===== config.mk =====
export PLATFORM = sky130hd
export DESIGN_NAME = riscv_fetch_unit
export DESIGN_NICKNAME = d
export VERILOG_FILES = /design/src/rtl/riscv_pkg.sv /design/src/rtl/riscv_fetch_fifo.sv /design/src/rtl/riscv_fetch_unit.sv
export SDC_FILE = /design/constraint.sdc
export NUM_CORES = 1
export LEC_CHECK = 0
export ABC_AREA = 1
export ABC_CLOCK_PERIOD_IN_PS = 9500
export BUFFER_PORTS_ARGS = -buffer_cell sky130_fd_sc_hd__buf_2
export CAP_MARGIN = 30
export CORE_MARGIN = 1.5
export CORE_UTILIZATION = 35
export DETAILED_ROUTE_END_ITERATION = 16
export PLACE_DENSITY = 0.53
export SLEW_MARGIN = 10
export SYNTH_ARGS = -nofsm -noshare
export SYNTH_HDL_FRONTEND = slang
export SYNTH_SLANG_ARGS = --single-unit

===== constraint.sdc =====
create_clock -name clk -period 9.5 [get_ports clk]
set_clock_uncertainty 0.05 [all_clocks]
set_input_delay 0.95 -clock clk [delete_from_list [all_inputs] [get_ports clk]]
set_output_delay 0.95 -clock clk [all_outputs]
set_load 0.01 [all_outputs]

===== src/rtl/riscv_pkg.sv =====
// ---------------------------------------------------------------------------
// riscv_pkg
// Shared definitions for the instruction fetch unit.
//   fetch_state_e : fetch FSM states (BOOT, FETCH, DRAIN)
//   INSTR_BYTES   : size of one instruction word in bytes (PC stride)
// ---------------------------------------------------------------------------
package riscv_pkg;

  localparam int INSTR_BYTES = 4;

  typedef enum logic [1:0] {
    BOOT  = 2'd0,
    FETCH = 2'd1,
    DRAIN = 2'd2
  } fetch_state_e;

endpackage


===== src/rtl/riscv_fetch_fifo.sv =====
// ---------------------------------------------------------------------------
// riscv_fetch_fifo
// Synchronous FIFO with flush, registered write and combinational head read.
// Parameters:
//   WIDTH  entry width in bits
//   DEPTH  number of entries (power of two, >= 2)
// Ports:
//   clk        clock, rising edge
//   reset      asynchronous active-low reset (empties the FIFO)
//   flush      empties the FIFO on the next edge; same-cycle push/pop ignored
//   push       write push_data at the tail
//   push_data  entry to write
//   pop        remove the head (ignored when empty)
//   head_data  head entry; holds the last shown head while empty
//   count      number of valid entries (0..DEPTH)
// ---------------------------------------------------------------------------
module riscv_fetch_fifo #(
  parameter int WIDTH = 64,
  parameter int DEPTH = 4
) (
  input  logic                     clk,
  input  logic                     reset,
  input  logic                     flush,
  input  logic                     push,
  input  logic [WIDTH-1:0]         push_data,
  input  logic                     pop,
  output logic [WIDTH-1:0]         head_data,
  output logic [$clog2(DEPTH):0]   count
);

  localparam int AW = $clog2(DEPTH);
  localparam int CW = AW + 1;

  logic [WIDTH-1:0] mem [DEPTH];
  logic [AW-1:0]    wr_ptr_reg;
  logic [AW-1:0]    rd_ptr_reg;
  logic [CW-1:0]    count_reg;
  logic [WIDTH-1:0] last_reg;
  logic             do_push;
  logic             do_pop;

  assign do_push = push && !flush;
  assign do_pop  = pop && (count_reg != '0) && !flush;

  // Register-file storage: one write-enabled word per entry.
  for (genvar gi = 0; gi < DEPTH; gi++) begin : g_entry
    always_ff @(posedge clk) begin
      if (do_push && (wr_ptr_reg == AW'(gi))) begin
        mem[gi] <= push_data;
      end
    end
  end

  // While empty, the output keeps showing the most recently visible head.
  assign head_data = (count_reg != '0) ? mem[rd_ptr_reg] : last_reg;
  assign count     = count_reg;

  always_ff @(posedge clk or negedge reset) begin
    if (!reset) begin
      wr_ptr_reg <= '0;
      rd_ptr_reg <= '0;
      count_reg  <= '0;
      last_reg   <= '0;
    end else begin
      last_reg <= head_data;
      if (flush) begin
        wr_ptr_reg <= '0;
        rd_ptr_reg <= '0;
        count_reg  <= '0;
      end else begin
        if (do_push) wr_ptr_reg <= wr_ptr_reg + AW'(1);
        if (do_pop)  rd_ptr_reg <= rd_ptr_reg + AW'(1);
        count_reg <= count_reg + CW'(do_push) - CW'(do_pop);
      end
    end
  end

endmodule


===== src/rtl/riscv_fetch_unit.sv =====
// ---------------------------------------------------------------------------
// riscv_fetch_unit
// Sequential instruction prefetcher with an in-order memory interface,
// a prefetch FIFO of {PC, instruction} and redirect/flush handling.
// Parameters:
//   XLEN      PC / address width
//   DEPTH     FIFO entries and maximum outstanding requests (2..16, pow2)
//   RESET_PC  first fetch address after reset
// Ports:
//   clk, reset                      clock; asynchronous active-low reset
//   imem_req_valid/ready/addr       fetch request channel
//   imem_resp_valid/data            in-order response, no backpressure
//   instr_valid/ready, instr,       FIFO head towards the core
//   instr_addr
//   redirect, redirect_pc           taken branch/jump: flush and refetch
//   fetch_count, flush_count        statistics
// Optional feature: define RISCV_FETCH_STATS_EN to build the statistics
// counters; otherwise fetch_count/flush_count are constant 0.
// ---------------------------------------------------------------------------
module riscv_fetch_unit
  import riscv_pkg::*;
#(
  parameter int              XLEN     = 32,
  parameter int              DEPTH    = 4,
  parameter logic [XLEN-1:0] RESET_PC = '0
) (
  input  logic            clk,
  input  logic            reset,
  output logic            imem_req_valid,
  input  logic            imem_req_ready,
  output logic [XLEN-1:0] imem_req_addr,
  input  logic            imem_resp_valid,
  input  logic [31:0]     imem_resp_data,
  output logic            instr_valid,
  input  logic            instr_ready,
  output logic [31:0]     instr,
  output logic [XLEN-1:0] instr_addr,
  input  logic            redirect,
  input  logic [XLEN-1:0] redirect_pc,
  output logic [31:0]     fetch_count,
  output logic [31:0]     flush_count
);

  localparam int AW = $clog2(DEPTH);
  localparam int CW = AW + 1;
  localparam int DW = XLEN + 32;

  fetch_state_e    state_reg;
  logic [XLEN-1:0] fetch_pc_reg;
  logic [CW-1:0]   outstanding_reg;
  logic [CW-1:0]   outstanding_next;
  logic [CW-1:0]   drop_count_reg;
  logic [CW-1:0]   drop_count_next;

  // Issued-address queue, parallel to the memory pipeline.
  logic [XLEN-1:0] addr_mem [DEPTH];
  logic [AW-1:0]   aq_wr_reg;
  logic [AW-1:0]   aq_rd_reg;

  logic            active_redirect;
  logic            accept;
  logic            resp_drop;
  logic            resp_push;
  logic            pop;
  logic [CW-1:0]   fifo_count;
  logic [DW-1:0]   head_data;
  logic [XLEN-1:0] redirect_pc_aligned;

  assign redirect_pc_aligned = redirect_pc & ~XLEN'(3);
  assign active_redirect     = redirect && (state_reg != BOOT);

  // Every accepted request reserves a FIFO slot until its instruction is
  // consumed, so the FIFO can never overflow.
  assign imem_req_valid = (state_reg == FETCH) && !redirect &&
                          ((fifo_count + outstanding_reg) < CW'(DEPTH));
  assign imem_req_addr  = fetch_pc_reg;
  assign accept         = imem_req_valid && imem_req_ready;

  assign resp_drop = imem_resp_valid && (drop_count_reg != '0);
  assign resp_push = imem_resp_valid && (drop_count_reg == '0) && !active_redirect;

  assign instr_valid = (fifo_count != '0);
  assign pop         = instr_valid && instr_ready;
  assign instr       = head_data[31:0];
  assign instr_addr  = head_data[DW-1:32];

  assign outstanding_next = outstanding_reg + CW'(accept) - CW'(imem_resp_valid);

  // On redirect, everything still in flight after this cycle becomes stale.
  always_comb begin
    drop_count_next = drop_count_reg - CW'(resp_drop);
    if (active_redirect) drop_count_next = outstanding_next;
  end

  for (genvar gi = 0; gi < DEPTH; gi++) begin : g_addr_q
    always_ff @(posedge clk) begin
      if (accept && (aq_wr_reg == AW'(gi))) begin
        addr_mem[gi] <= fetch_pc_reg;
      end
    end
  end

  always_ff @(posedge clk or negedge reset) begin
    if (!reset) begin
      state_reg       <= BOOT;
      fetch_pc_reg    <= RESET_PC;
      outstanding_reg <= '0;
      drop_count_reg  <= '0;
      aq_wr_reg       <= '0;
      aq_rd_reg       <= '0;
    end else begin
      outstanding_reg <= outstanding_next;
      drop_count_reg  <= drop_count_next;
      case (state_reg)
        BOOT: state_reg <= FETCH;
        FETCH, DRAIN: begin
          if (redirect) begin
            fetch_pc_reg <= redirect_pc_aligned;
            state_reg    <= (drop_count_next != '0) ? DRAIN : FETCH;
            aq_wr_reg    <= '0;
            aq_rd_reg    <= '0;
          end else begin
            if (accept) begin
              fetch_pc_reg <= fetch_pc_reg + XLEN'(INSTR_BYTES);
              aq_wr_reg    <= aq_wr_reg + AW'(1);
            end
            if (resp_push) aq_rd_reg <= aq_rd_reg + AW'(1);
            if ((state_reg == DRAIN) && (drop_count_next == '0)) state_reg <= FETCH;
          end
        end
        default: state_reg <= BOOT;
      endcase
    end
  end

  riscv_fetch_fifo #(
    .WIDTH (DW),
    .DEPTH (DEPTH)
  ) u_fifo (
    .clk       (clk),
    .reset     (reset),
    .flush     (active_redirect),
    .push      (resp_push),
    .push_data ({addr_mem[aq_rd_reg], imem_resp_data}),
    .pop       (pop),
    .head_data (head_data),
    .count     (fifo_count)
  );

`ifdef RISCV_FETCH_STATS_EN
  logic [31:0] fetch_count_reg;
  logic [31:0] flush_count_reg;

  always_ff @(posedge clk or negedge reset) begin
    if (!reset) begin
      fetch_count_reg <= '0;
      flush_count_reg <= '0;
    end else begin
      if (accept)          fetch_count_reg <= fetch_count_reg + 32'd1;
      if (active_redirect) flush_count_reg <= flush_count_reg + 32'd1;
    end
  end

  assign fetch_count = fetch_count_reg;
  assign flush_count = flush_count_reg;
`else
  assign fetch_count = '0;
  assign flush_count = '0;
`endif

endmodule

## After elaboration in Yosys (flattened, before gate mapping)

Memory sizes are Yosys's and may differ from the RTL's.
Index checks and enable logic that the tools add are counted.

| storage, ports and cells | value |
|---|---|
| register bits | 115 |
| memory bits (writable) | 384 |
| input bits | 70 |
| output and inout port bits | 162 |
| logic and storage cells | 128 |
| memories | 2 |

| operators by class | value |
|---|---|
| $add $sub $neg | 11 |
| order comparisons | 1 |
| eq/ne operators | 9 |
| multiplexer cells | 51 |
| reductions and logical operators | 44 |

Memories:

| memory | depth | width | read ports | clocked after memory_dff | wr ports | line | source |
|---|---|---|---|---|---|---|---|
| u_fifo.mem | 4 | 64 | 1 | 0 | 1 | riscv_fetch_fifo.sv:34 | `logic [WIDTH-1:0] mem [DEPTH];` |
| addr_mem | 4 | 32 | 1 | 0 | 1 | riscv_fetch_unit.sv:56 | `logic [XLEN-1:0] addr_mem [DEPTH];` |

Operators with widths:

| operator | count |
|---|---|
| $mux W64 | 4 |
| $reduce_or A64 Y1 | 3 |
| $mux W32 | 5 |
| $reduce_or A32 Y1 | 3 |
| $mux W2 | 17 |
| $add A32 B3 Y32 const B | 1 |
| $mux W1 | 22 |
| $logic_and A1 B1 Y1 | 20 |
| $eq A2 B2 Y1 const B | 5 |
| $reduce_bool A2 Y1 | 5 |
| $reduce_bool A3 Y1 | 3 |
| $sub A3 B1 Y3 | 3 |
| $add A2 B1 Y2 const B | 4 |
| $add A3 B1 Y3 | 2 |
| $eq A2 B1 Y1 const B | 3 |
| $logic_not A2 Y1 | 3 |
| $logic_not A3 Y1 | 2 |
| $mux W3 | 2 |
| $pmux W2 S2 | 1 |
| $reduce_and A2 Y1 | 2 |
| $add A3 B3 Y3 | 1 |
| $lt A3 B3 Y1 const B | 1 |
| $ne A3 B3 Y1 const B | 1 |
| $logic_not A1 Y1 | 2 |
| $reduce_or A2 Y1 | 1 |

## Depth between registers and ports, before layout

| depth | value |
|---|---|
| depth in word-level cells | 12 |
| mapped depth | 22 |
| gate-level depth less buffers | 22 |

## Cells and area by module

Synthesis repeated with hierarchy kept, for this count alone.

| unflattened totals | value |
|---|---|
| cells, all modules | 2180 |
| area, all modules | 21685.8 µm² |

Modules (own cells, without submodules):

| module | times used | cells each | area each (µm²) | seq. area each (µm²) |
|---|---|---|---|---|
| riscv_fetch_fifo | 1 | 1333 | 13638.1 | 9464.1 |
| riscv_fetch_unit | 1 | 847 | 8047.7 | 4654.5 |

## Worst setup path before layout

Ideal clock, no wire load.

| path | value |
|---|---|
| kind | input to register |
| start | in redirect |
| end | mem u_fifo.mem[0][0] (enable) |
| arrival time | 4.135 ns |
| required time | 8.968 ns |
| path slack | 4.833 ns |
| stages | 6 |
| cells stage by stage | inv_2 nor2_2 buf_4 nor2_1 inv_1 nor2_1 |

| on the way | value |
|---|---|
| word-level cells in the longest chain between the ends | 11 |
| elaborated cells on any way between the ends | 25 |
| classes of those cells | 14 x mux; 11 x reduce/logical |

RTL lines:

| item | line | source |
|---|---|---|
| start: declaration | riscv_fetch_unit.sv:38 | `input logic redirect,` |
| $logic_and A1 B1 Y1 (*) | riscv_fetch_unit.sv:70 | `assign active_redirect = redirect && (state_reg != BOOT);` |
| $logic_not A1 Y1 (*) | riscv_fetch_fifo.sv:42, riscv_fetch_unit.sv:80 |  |
| $logic_and A1 B1 Y1 | riscv_fetch_unit.sv:80 | `assign resp_push = imem_resp_valid && (drop_count_reg == '0) && !active_redirect;` |
| $logic_and A1 B1 Y1 (*) | riscv_fetch_fifo.sv:42 | `assign do_push = push && !flush;` |
| $logic_and A1 B1 Y1 | riscv_fetch_fifo.sv:48 | `if (do_push && (wr_ptr_reg == AW'(gi))) begin` |
| $mux W1 | riscv_fetch_fifo.sv:48 |  |
| $mux W1 (not written as such) | riscv_fetch_fifo.sv:49 | `mem[gi] <= push_data;` |
| $reduce_or A64 Y1 (no line) | n/a |  |
| $mux W2 (no line) / $mux W1 (equally long branches) (3 in series) | n/a |  |
| end: declaration | riscv_fetch_fifo.sv:34 |  |

Mark *: on every way between the ends. The rest lies on a longest branch, timed or not.

## Worst setup path in the final report

| path | value |
|---|---|
| start | reg u_fifo.rd_ptr_reg[0] |
| end | out instr_addr[5] |

| on the way | value |
|---|---|
| word-level cells in the longest chain between the ends | 2 |

RTL lines:

| item | line | source |
|---|---|---|
| start: declaration | riscv_fetch_fifo.sv:36 | `logic [AW-1:0] rd_ptr_reg;` |
| start signal: assignment | riscv_fetch_fifo.sv:72 | `if (do_pop) rd_ptr_reg <= rd_ptr_reg + AW'(1);` |
| $mem_v2 Z4 W64 | n/a |  |
| $mux W64 | riscv_fetch_fifo.sv:55 | `assign head_data = (count_reg != '0) ? mem[rd_ptr_reg] : last_reg;` |
| end: declaration | riscv_fetch_unit.sv:37 | `output logic [XLEN-1:0] instr_addr,` |

Every way passes these cells.

==> out/metrics.yaml <==
routing:
  post_drt_via_cell_ratio: 4.717
  drc: 0
  first_pass_iters: 5
  first_iter_violations: 730
  routed_wl_um: 46320
  drt.antenna.violating_nets: 0
  routedWlPerCell_um: 17.08
  dr_total_vias: 12790
critical_path:
  r2r_end: "state_reg[0]"
  slowest_delay_ns: 0.74
  start_kind: "register"
  crit_required_ns: 8.50
  reg2reg_from: "outstanding_reg[1]"
  cp-startpoint: "u_fifo.rd_ptr_reg[0]"
  cp_slowest_cell: "buf_4"
  path_class: "register to primary output"
  worstRegToRegCells: 22
  arrival_ns: 3.35
  r2r_slack_ns: 6.34
  path_cells: "inv_2 > buf_4 > o21ai_0 > a31oi_1 > buf_2"
  cp_max_fo: 94
  endpoint_kind: "primary output"
global_routing:
  grt_pass1_wl_um: 70300
  track_usage_pct: 15.80
  top_usage_layer: "met2"
  grt_overflow: 0
  grt_start_max_net_pins: 95
  met3_usage_pct: 2.758
  met1_usage_pct: 21.13
  use_met2_pct: 26.19
  antenna_found_initial: 1
  grt_pass1_vias: 12240
yosys:
  yosysSeqAreaShare_pct: 69.72
  yosys.area.top_type_share_pct: 55.52
  yosysWarnings: 0
  synth_area_leaders: "edfxtp_1, dfrtp_1, nor2_1, o21ai_0, nand2_1"
  synth_cell_type_count: 37
  yosysTopAreaCell: "edfxtp_1"
  avgSynthCellArea_um2: 11.30
  synth_area_um2: 19910
  synth-seq-cells: 481
  synthCells: 1762
placed_design:
  dp_hpwl_um: 27390
  portBuffers: 163
  dp.cells: 2613
  gp_congestion: 0.7787
  placed_area_um2: 21380
power_and_ir_drop:
  pwr_density_cell_nw_per_um2: 316.6
  power.leakage_nw: 8.720
  vdd_drop_max_v: 0.0001528
job:
  cap_violations: 0
cts:
  clock_latency_ns: 0.60
  cts_buffers: 52
  cts.htree.levels: 2
  clkTransAtPathRegs_ns: 0.06
  clockRootBuffer: "clkbuf_16"
  cts_tree: "done"
  postCtsHoldBufs: 0
  clockBufferDepth: 3
  numClockSinks: 481
  post_cts_buffers: 0
  cts.repair.resized: 0
timing:
  hold_viol_final: 0
  worst_pin_slew_ns: 0.9292
  rsz0062_at_grt: "false"
  final-setup-viol-count: 0
  whs_ns: 0.1534
  post-route-period-util_pct: 45.81
  layout_min_cycle_time_ns: 4.352
  maxSlewViolCount: 0
  relSlewSlack_pct: 38.05
  max_freq_mhz: 229.8
  finalSetupTns_ns: 0
min_path:
  hp-class: "primary input to asynchronous set/reset pin"
final_layout:
  syn_to_final_growth_pct: 16.25
  final_cell_mix: "nor2_1, edfxtp_1, o21ai_0"
  drive_gt1_share_pct: 14.47
  largest_reg_flops: 248
  diodes: 0
  num-nets-final: 2006
  fin_area_um2: 23140
  final_common_cell: "nor2_1"
  instances_no_fill: 2712
die:
  die_w_um: 241.5
  die_h_um: 241.5
  coreArea_um2: 56280
  num_io_pins: 232
  initial_core_util_pct: 35.37
  dieArea_um2: 58310
  row_count: 87
run_status:
  status: "completed"
[cell families (layout without fill, tap and decap cells)]
logic type	Yosys count	count (layout)	synth area share (%)
adder cells (fa/ha/maj)	22	22	1.458
buffers and inverters	230	359	5.764
AND/OR/NAND/NOR	689	689	13.61
other	1	66	0.01884
AO/OA/AOI/OAI	329	329	8.970
XOR/XNOR	9	9	0.3960
multiplexers	1	1	0.05657
flip-flops	481	481	69.72
[layout make-up]
class                           instances  area [µm²]
Clock buffer                           81        1471
Clock inverter                         15       207.7
Fill cell                            5442       33140
Inverter                               77       290.3
Multi-Input combinational cell       1116        5186
Sequential cell                       481       13880
Tap cell                              756       945.9
Timing Repair Buffer                  186        1156
[power breakdown]
part | switching [mW] | internal, mW | total, mW | leakage [nW]
sequential | 0.293 | 2.77 | 3.06 | 4.66
combinational | 1.56 | 0.713 | 2.28 | 3.25
clock | 0.809 | 1.18 | 1.99 | 0.811
[cell usage after synthesis (all sizes together)]
cell type	n
clkinv	1
nand2	198
dfrtp	113
nand4	6
o21bai	3
and3	1
o21a	1
mux2	1
a31oi	62
xor2	3
buf	95
clkbuf	58
inv	76
xnor2	6
nand3	33
conb	1
o21ai	222
o22ai	32
nor2	441
ha	20
edfxtp	368
fa	2
or2	2
nand3b	5
nor3	3
a21oi	9
[worst max path at each step]
stage | to | slack [ns] | cells after the start
floorplan | u_fifo.mem[0][0] | 4.83 | 6
global placement | u_fifo.mem[2][24] | 5.05 | 7
detailed placement | u_fifo.mem[2][24] | 5.02 | 7
CTS | instr_addr[5] | 5.02 | 5
global route | instr_addr[19] | 4.90 | 5
finish | instr_addr[5] | 5.15 | 5
[routing by layer]
| metal | vias to the layer above | part of all wire, % |
|---|---|---|
| met3 | 74 | 5.4 |
| li1 | 6234 | - |
| met2 | 301 | 47 |
| met1 | 6181 | 45 |
| met5 | - | 0.028 |
| met4 | 2 | 2.3 |
[stage by stage]
stage	worst slack [ns]	util [%]	power, mW
floorplan	4.833	-	4.494
global placement	5.046	37.72	5.349
detailed placement	5.019	37.99	5.427
CTS	5.018	40.97	7.436
global route	4.902	41.12	7.819
finish	5.148	41.12	7.326
[worst max-delay path: cells and delay by family, from the launching register on]
family          cells  cell delay [ns]
buf+inv             3             1.39
flops               1             0.71
compound gates      2             0.56
Power figures use the tool's default switching activity.
